### src/rtl/usr_serializer_ctrl_pkg.sv
// Shared definitions for the 4-bit serializer: datapath width, shift-register
// mode encodings and the controller state enumeration.
package usr_serializer_ctrl_pkg;

  localparam int WIDTH = 4;
  localparam int CNT_W = $clog2(WIDTH);

  typedef enum logic [1:0] {
    MODE_HOLD = 2'd0,
    MODE_SHL  = 2'd1,
    MODE_SHR  = 2'd2,
    MODE_LOAD = 2'd3
  } mode_e;

  typedef enum logic [1:0] {
    ST_IDLE  = 2'd0,
    ST_SHIFT = 2'd1,
    ST_DONE  = 2'd2
  } state_e;

endpackage

### src/rtl/usr_serializer_ctrl_core.sv
// Universal 4-bit shift register: hold, shift left, shift right or parallel
// load, with zero fill on shifts.
module usr4_core
  import usr_serializer_ctrl_pkg::*;
(
  input  logic             clk,
  input  logic             rst_n,
  input  logic [1:0]       mode_i,
  input  logic [WIDTH-1:0] d_i,
  output logic [WIDTH-1:0] q_o
);

  logic [WIDTH-1:0] q_d;
  logic [WIDTH-1:0] q_q;

  // NOTE: q_d gets a default before the case so no path leaves it unassigned (no latch).
  always_comb begin
    q_d = q_q;
    case (mode_i)
      MODE_SHL:  q_d = {q_q[WIDTH-2:0], 1'b0};
      MODE_SHR:  q_d = {1'b0, q_q[WIDTH-1:1]};
      MODE_LOAD: q_d = d_i;
      default:   q_d = q_q;
    endcase
  end

  // NOTE: state registers use non-blocking assignments so every flop samples pre-edge values.
  always_ff @(posedge clk or negedge rst_n) begin
    if (!rst_n) q_q <= '0;
    else        q_q <= q_d;
  end

  assign q_o = q_q;

endmodule

### src/rtl/usr_serializer_ctrl.sv
// Serializer controller: accepts a 4-bit word, streams it MSB- or LSB-first
// under sink backpressure, then pulses done for one cycle.
module usr_serializer_ctrl
  import usr_serializer_ctrl_pkg::*;
(
  input  logic             clk,
  input  logic             rst,
  input  logic             in_valid,
  output logic             in_ready,
  input  logic [WIDTH-1:0] in_data,
  input  logic             in_dir,
  output logic             ser_out,
  output logic             ser_valid,
  input  logic             ser_ready,
  output logic             done,
  output logic             busy,
  output logic [WIDTH-1:0] reg_q,
  output logic [1:0]       reg_mode
);

  state_e           state_q;
  logic [CNT_W-1:0] cnt_q;
  logic             dir_q;
  mode_e            mode;

  // NOTE: async reset clears control state; the shift register has its own reset in the core.
  always_ff @(posedge clk or negedge rst) begin
    if (!rst) begin
      state_q <= ST_IDLE;
      cnt_q   <= '0;
      dir_q   <= 1'b0;
    end else begin
      case (state_q)
        ST_IDLE: begin
          if (in_valid) begin
            state_q <= ST_SHIFT;
            cnt_q   <= '0;
            dir_q   <= in_dir;
          end
        end
        ST_SHIFT: begin
          if (ser_ready) begin
            cnt_q <= cnt_q + 1'b1;
            if (cnt_q == CNT_W'(WIDTH - 1)) state_q <= ST_DONE;
          end
        end
        ST_DONE: state_q <= ST_IDLE;
        default: state_q <= ST_IDLE;
      endcase
    end
  end

  // Mode is Mealy on purpose: the shift must happen in the same cycle the sink consumes.
  always_comb begin
    mode = MODE_HOLD;
    case (state_q)
      ST_IDLE:  if (in_valid && rst) mode = MODE_LOAD;
      ST_SHIFT: if (ser_ready) mode = dir_q ? MODE_SHR : MODE_SHL;
      default:  mode = MODE_HOLD;
    endcase
  end

  usr4_core u_core (
    .clk    (clk),
    .rst_n  (rst),
    .mode_i (mode),
    .d_i    (in_data),
    .q_o    (reg_q)
  );

  assign busy      = (state_q != ST_IDLE);
  assign in_ready  = (state_q == ST_IDLE) && rst;
  assign ser_valid = (state_q == ST_SHIFT);
  assign ser_out   = ser_valid && (dir_q ? reg_q[0] : reg_q[WIDTH-1]);
  assign done      = (state_q == ST_DONE);
  assign reg_mode  = mode;

endmodule

### config.mk
export PLATFORM = sky130hd
export DESIGN_NAME = usr_serializer_ctrl
export DESIGN_NICKNAME = d
export VERILOG_FILES = /design/src/rtl/usr_serializer_ctrl_pkg.sv /design/src/rtl/usr_serializer_ctrl_core.sv /design/src/rtl/usr_serializer_ctrl.sv
export SDC_FILE = /design/constraint.sdc
export NUM_CORES = 1
export LEC_CHECK = 0
export ABC_CLOCK_PERIOD_IN_PS = 4260
export BUFFER_PORTS_ARGS = -buffer_cell sky130_fd_sc_hd__buf_2
export CAP_MARGIN = 25
export CORE_AREA = 2 2 39 41
export CTS_BUF_LIST = sky130_fd_sc_hd__clkbuf_16
export CTS_CLUSTER_DIAMETER = 150
export DETAILED_ROUTE_END_ITERATION = 16
export DIE_AREA = 0 0 41 43
export PLACE_DENSITY = 0.82
export REMOVE_ABC_BUFFERS = 1
export SETUP_SLACK_MARGIN = 0.02
export SYNTH_ARGS = -nofsm -noshare
export SYNTH_HDL_FRONTEND = slang
export SYNTH_HIERARCHICAL = 1
export SYNTH_SLANG_ARGS = --single-unit
### constraint.sdc
create_clock -name clk -period 4.26 [get_ports clk]
set_input_delay 0.852 -clock clk [delete_from_list [all_inputs] [get_ports clk]]
set_output_delay 0.852 -clock clk [all_outputs]
set_load 0.02 [all_outputs]
Word-level counts from Yosys, hierarchy flattened --
Index checks and enable logic that the tools add are counted.
Word-level totals: bits in registers 9, output and inout port bits 11, logic and storage cells 37, bits of input ports 9
Cells by class: add/subtract/negate cells 1, reductions and logical operators 10, eq/ne operators 9, mux-type cells 13
Operators with widths (count):
- 2-to-1 mux 2 bit | 8
- case mux 2 bit (2 select lines) | 3
- case mux 4 bit (3 select lines) | 1
- == test 2 bit, second input constant | 4
- AND reduction 3 bit | 2
- == test 2 x 1 -> 1 bit, second input constant | 2
- inequality test 2 x 1 -> 1 bit, second input constant | 2
- nonzero test 2 bit | 2
- logical AND 1 bit | 3
- nonzero test 3 bit | 1
- adder 2 x 1 -> 2 bit, second input constant | 1
- zero test 2 bit | 1
- inequality test 2 bit, second input constant | 1
- AND reduction 2 bit | 1
- 2-to-1 mux 1 bit | 1

Depth between registers and ports, before layout --
Gate-level depths: netlist of the first run.
depth in word-level cells 5, mapped depth 6, depth with buffers taken out 4

By module --
Netlist of the first run, hierarchy kept.
Modules (own cells, without submodules):
- usr_serializer_ctrl | cells each 34, area each 362.8 um2, times used 1, seq. area each 125.1 um2
- usr4_core | cells each 13, area each 203.9 um2, times used 1, seq. area each 100.1 um2

Least setup slack after synthesis of the first run --
OpenSTA, ideal clock, no wires.
kind input -> output, from input port rst, to output port reg_mode[1], arrival time 1509 ps, path buffers 0, stages on the path 2, required time 3408 ps, slack 1899 ps, path through nand3b_1 a21oi_1
On the way: word-level cells in the longest chain between the ends 3
Ends and longest elaborated chain:
- start: declaration | line usr_serializer_ctrl.sv:7 | input logic rst,
- logical AND 1 bit | line usr_serializer_ctrl.sv:57 | ST_IDLE: if (in_valid && rst) mode = MODE_LOAD;
- 2-to-1 mux 2 bit | line usr_serializer_ctrl.sv:57
- case mux 2 bit (2 select lines) | line usr_serializer_ctrl.sv:56 | case (state_q)
- end: declaration | line usr_serializer_ctrl.sv:18 | output logic [1:0] reg_mode
No other way between the ends.

Worst setup path after layout of the first run --
from input port rst, to output port reg_mode[0]
Same word-level chain as after synthesis.

==> results.yml, run 1 <==
outcome:
  status: "finished clean"
global_routing:
  busiest_layer: "met2"
  grt_max_degree: 14
  grt_pass1_wl_um: 1990
  use_met2_pct: 25.3
  grt_usage_pct: 17.4
  met3_usage_pct: 7.85
  antenna_found_initial: 0
  overflow: 0
  met1_usage_pct: 22.2
  grt_pass1_vias: 411
timing:
  finalSetupTns_ns: 0
  setup_ws_ns: 1.27
  worst-slew-pin-transition_ns: 0.737
  finalHoldViolCount: 0
  skew_ns: 0.00106
  min_period_over_period_pct: 70.2
  rsz0062_at_grt: "no"
  fmax_mhz: 334
  maxSlewViolCount: 0
  setup_violations: 0
  slew_headroom_pct: 50.9
  fin_crit_ns: 2.99
critical_path:
  crit_path_top_delay_cell: "a21oi_1"
  arrival_ns: 2.14
  slowest_delay_ns: 0.61
  required_ns: 3.41
  path_cells: "buf_2, nand3b_1, a21oi_1, buf_2"
  crit_path_start_kind: "primary input"
  cp_max_fo: 11
  crit_type: "primary input to output port"
  end_kind: "output port"
  cp_common_cell: "buf_2"
yosys:
  ys_seq_elements: 9
  syn_area_um2: 567
  netlist_instances: 47
  synth_seq_area_share_pct: 39.7
  syn_avg_cell_area_um2: 12.1
  ys_types: 23
  yosysWarningCount: 6
drt:
  antenna_left: 0
  routedWlPerCell_um: 15.0
  vias_per_cell: 5.33
  first_iter_violations: 8
  drt-total-wl_um: 1250
  num_vias: 442
  first_pass_iters: 4
  route.detailed.drc: 0
finish:
  n_antenna_cell: 0
  drive_gt1_share_pct: 49.3
  regArea_um2: 225
  final_cell_count_no_fill: 83
  final_util_pct: 52.6
  multi_input_area_um2: 297
  final_nets: 78
  areaGrowthSynthToFinish_pct: 28.5
  fillCellCount: 130
placement:
  hpwl_um: 883
  place_congestion: 0.754
  dp.cells: 79
  io_buffers: 19
  place_ws_ns: 1.29
clocking:
  clkSlewWorstSetupHoldPaths_ns: 0.04
  cts_tree: "yes"
  cts_buffers: 3
  post_cts_buffers: 0
  cts_hold_buf: 0
  clock_sinks: 9
  worstSkewPairLatency_ns: 0.23
  root_buffer: "clkbuf_16"
  clk_path_buf_depth: 2
  cts-resized-gates: 0
  h-tree-depth: 1
floorplanning:
  die_h_um: 43
  rows: 14
  die_w_um: 41
  io_pins: 20
  start_util_pct: 41.0
  die_area_mm2: 0.00176
  core_region_area_mm2: 0.00138
pwr:
  p_leak_nw: 0.355
  pwr_density_cell_mw_per_mm2: 769
  finalPower_w: 0.000560
  peakVddDrop_mv: 0.346
job:
  drv_cap: 0
worst_hold_path:
  hold_class: "primary input to async pin"
-- path summary, 6_finish.rpt --
kind / startpoint / to / slack, ns / depth (start not counted)
max reg2reg: state_q[0] / u_core/q_o[1] / 2.10 / 3
min reg2reg: u_core/q_o[0] / u_core/q_o[0] / 0.57 / 1
min: rst / u_core/q_o[1] / 0.48 / 1
max: rst / reg_mode[0] / 1.27 / 4
max in group asynchronous: rst / u_core/q_o[2] / 3.59 / 1
min in group clk: u_core/q_o[0] / u_core/q_o[0] / 0.57 / 1
-- power breakdown --
part	switching, W	internal, W	total [W]
Sequential	0.0000457	0.000119	0.000165
Clock	0.0000430	0.000124	0.000167
Combinational	0.000117	0.000112	0.000229
-- worst max-delay path, delay by kind of cell --
family | cells | cell delay [ns]
and+or+nand+nor | 1 | 0.16
buffers and inverters | 2 | 0.52
AOI/OAI and AO/OA | 1 | 0.61
-- layout make-up --
class                   instances  share of cell area (%)
flip-flops and latches          9                    30.9
clock inverters                 1                   0.687
inverters                       3                    1.55
well taps                      16                    2.75
repair buffers                 19                    13.1
multi-input cells              32                    40.7
clock buffers                   3                    10.3
-- routing by layer --
layer	share of wire (%)	wire length, µm
met3	6.0	75
met2	53	662
met5	0	0
met1	41	509
met4	0	0
-- placed cells by master (no fill, tap or decap), drive strengths merged, types with 2 or more instances in the layout --
| cell type | count |
|---|---|
| nor2b | 3 |
| buf | 19 |
| dfrtp | 9 |
| o211ai | 2 |
| nor2 | 3 |
| inv | 3 |
| mux2 | 2 |
| mux2i | 2 |
| nand3b | 4 |
| clkbuf | 3 |
| nand3 | 3 |
| a21oi | 2 |
| mux4 | 2 |
-- through the flow --
step	cell area [µm²]	hold WS, ns
3_5_place_dp	648	0.560
2_1_floorplan	533	0.518
4_1_cts	728	0.479
6_report	728	0.477
5_1_grt	728	0.482
3_3_place_gp	648	0.532
-- cells in the mapped netlist --
master | number | share of area [%]
mux2_1 | 1 | 2.0
mux2i_1 | 2 | 3.5
o21ba_4 | 1 | 2.9
nor3b_2 | 1 | 2.2
o211ai_2 | 2 | 4.4
nand3b_1 | 4 | 5.3
inv_1 | 3 | 2.0
and2_4 | 1 | 1.5
ha_1 | 1 | 2.2
nor2_2 | 1 | 1.1
o21ai_0 | 1 | 0.88
nand4bb_1 | 1 | 2.0
mux4_2 | 2 | 7.9
nor2b_1 | 3 | 3.3
dfrtp_1 | 9 | 40
or2_4 | 1 | 1.5
nand4b_1 | 1 | 1.5
buf_6 | 3 | 6.0
mux2_4 | 1 | 2.6
a21oi_1 | 2 | 1.8
nor2_1 | 2 | 1.3
a22o_1 | 1 | 1.5
nand3_1 | 3 | 2.6
-- flip-flops by register name (all words and copies together), names as in the netlist --
signal and cells:
u_core/q_o 4, state_q 2, dir_q 1, cnt_q 2
-- logic make-up (layout without fill, tap and decap cells) --
kind of cell | Yosys count | count (layout) | share of synthesized area [%]
and+or+nand+nor | 18 | 18 | 22.5
buffers and inverters | 6 | 26 | 7.95
AOI/OAI and AO/OA | 7 | 7 | 11.5
adders and majority gates | 1 | 1 | 2.21
muxes | 6 | 6 | 16.1
DFF | 9 | 9 | 39.7
Power figures use the tool's default switching activity.
==> inputs of run 2 (changes only) <==
- ABC_AREA: unset -> 1
- ABC_CLOCK_PERIOD_IN_PS: 4260 -> 2730
- CORE_AREA: 2 2 39 41 -> unset
- CORE_MARGIN: unset -> 1.5
- CORE_UTILIZATION: unset -> 41
- DIE_AREA: 0 0 41 43 -> unset
- PLACE_DENSITY: 0.82 -> 0.83
- clock period: 4.26 -> 2.73 ns (I/O delays scaled with it)
==> run 2 against run 1 <==
Compared with the run above: critical path depth is the same; clock skew is essentially flat; via count increased by 17%; sequential share of layout area grew 0.27 points; area after synthesis down 5.7%; synthesized cell count increased by 51%.
==> results.yml, run 2 <==
outcome:
  status: "finished clean"
yosys:
  synth_top_area_cell: "dfrtp_1"
  syn_avg_cell_area_um2: 7.52
  ys_types: 17
  synth.most_common_cell: "nand2_1"
  synthSimpleGateAreaFrac_pct: 37.9
  async_reset_ff_share_pct: 100
  synth_seq_area_share_pct: 42.2
  netlist_instances: 71
  synth-main-ff-cell: "dfrtp_1"
  synth_compound_area_share_pct: 7.03
  synth_fa_ha_area_share_pct: 2.34
  netlist_top_cells_count: "17 x nand2_1, 15 x nand3_1, 9 x dfrtp_1, 8 x inv_1, 4 x inv_2"
  synth-xor-area-share_pct: 0
  yosysWarningCount: 6
  syn_area_um2: 534
  yosys-top-cells-area: "dfrtp_1 42%, nand3_1 14%, nand2_1 12%"
  synth_edf_count: 0
  ys_seq_elements: 9
  synth.mux.area_fraction_pct: 0
  synth_top_area_share_pct: 42.2
  synth_top_family_by_area: "simple AND/OR/NAND/NOR gates"
drt:
  antenna_left: 0
  drt-total-wl_um: 1080
  first_iter_violations: 7
  first_pass_iters: 4
  route.detailed.drc: 0
  num_vias: 516
  routedWlPerCell_um: 10.0
  vias_per_cell: 4.78
floorplanning:
  io_pins: 20
  die_w_um: 39.1
  die_area_mm2: 0.00153
  start_util_pct: 46.2
  rows: 12
  die_h_um: 39.1
  core_region_area_mm2: 0.00116
timing:
  min_period_over_period_pct: 75.5
  rsz0062_at_grt: "no"
  setup_violations: 0
  worst-slew-pin-transition_ns: 0.312
  maxSlewViolCount: 0
  finalSetupTns_ns: 0
  skew_ns: 0.000577
  slew_headroom_pct: 79.2
  fmax_mhz: 485
  finalHoldViolCount: 0
  fin_crit_ns: 2.06
critical_path:
  ff2ff_path_depth: 9
  crit_path_start_kind: "flip-flop"
  required_ns: 2.18
  r2r_setup_slack_ns: 1.23
  crit_start: "state_q[0]"
  r2r_end: "u_core/q_o[1]"
  end_kind: "output port"
  crit_type: "flip-flop to output port"
  endpoint: "reg_mode[0]"
  r2r_start: "state_q[0]"
  cp_max_fo: 7
  arrival_ns: 1.52
global_routing:
  overflow: 0
  grt_pass1_vias: 424
  antenna_found_initial: 0
  grt_usage_pct: 17.7
  grt_max_degree: 11
  grt_pass1_wl_um: 1790
clocking:
  worstSkewPairLatency_ns: 0.23
  clkSlewWorstSetupHoldPaths_ns: 0.04
  clock_sinks: 9
  clk_path_buf_depth: 2
  cts-resized-gates: 0
  cts_hold_buf: 0
  cts_tree: "yes"
  root_buffer: "clkbuf_16"
  h-tree-depth: 1
  cts_buffers: 3
  post_cts_buffers: 0
finish:
  final_cell_mix: "19 x buf_2, 17 x nand2_1, 15 x nand3_1, 9 x inv_1, 9 x dfrtp_1"
  fillCellCount: 90
  areaGrowthSynthToFinish_pct: 35.1
  regArea_um2: 225
  n_antenna_cell: 0
  layout_commonest_cell: "buf_2"
  final_util_pct: 62.4
  largest_reg_flops: 4
  drive_gt1_share_pct: 36.2
  multi_input_area_um2: 253
  final_nets: 105
placement:
  place_congestion: 0.761
  hpwl_um: 891
  io_buffers: 19
pwr:
  p_leak_nw: 0.403
  peakVddDrop_mv: 0.814
  pwr_density_cell_mw_per_mm2: 1230
worst_hold_path:
  hold_class: "primary input to async pin"
job:
  drv_cap: 0
run 2: changes by cell type after synthesis, moves of 3 or more:
| cell | delta |
|---|---|
| inv_1 | +5 |
| inv_2 | +4 |
| nand2_1 | +17 |
| nand3_1 | +12 |
| nand3b_1 | -4 |
| nor2b_1 | -3 |
| o21ai_1 | +3 |
run 2: logic make-up after synthesis:
kind of cell | after synthesis
AOI/OAI and AO/OA | 6
adders and majority gates | 1
buffers and inverters | 13
DFF | 9
and+or+nand+nor | 42
run 2: worst min path at each step:
stage	startpoint	cells after the start	slack (ns)	end
3_5_place_dp	rst	1	0.41	dir_q
3_3_place_gp	rst	1	0.40	cnt_q[0]
5_1_grt	rst	1	0.17	u_core/q_o[3]
2_1_floorplan	rst	0	0.25	cnt_q[0]
6_report	rst	1	0.16	cnt_q[0]
4_1_cts	rst	1	0.16	cnt_q[1]
run 2: report_power, final:
part / leakage, nW / internal, W / switching, W
Combinational: 0.245 / 0.000137 / 0.000263
Sequential: 0.116 / 0.000188 / 0.0000570
Clock: 0.0423 / 0.000190 / 0.0000548
run 2: cell type report:
cell class	count	share of cell area (%)
flip-flops and latches	9	31.2
inverters	12	6.24
multi-input cells	49	35.0
well taps	14	2.43
clock buffers	3	10.4
clock inverters	1	0.520
repair buffers	20	14.2
run 2: per-layer routing:
metal  track usage, %  part of all wire [%]
met5                0                     0
met3             1.73                   2.6
met1             27.0                    53
met4             10.3                     0
met2             23.3                    44
run 2: worst max-delay path, stage by stage (launching register included):
cell and delay [ns]:
dfrtp_1 0.43, nor2_2 0.20, nand2_2 0.13, o21ai_2 0.30, buf_2 0.23
run 2: stage by stage:
step | setup WS [ns] | power [W] | hold WS, ns | cell area [µm²] | cells
after global placement | 0.810 | 0.000636 | 0.399 | 643 | 104
after detailed placement | 0.759 | 0.000646 | 0.406 | 643 | 104
after CTS | 0.664 | 0.000897 | 0.165 | 722 | 108
final | 0.669 | 0.000890 | 0.161 | 722 | 108
after floorplan | 0.859 | 0.000521 | 0.250 | 523 | 70
after global routing | 0.567 | 0.000958 | 0.174 | 722 | 108
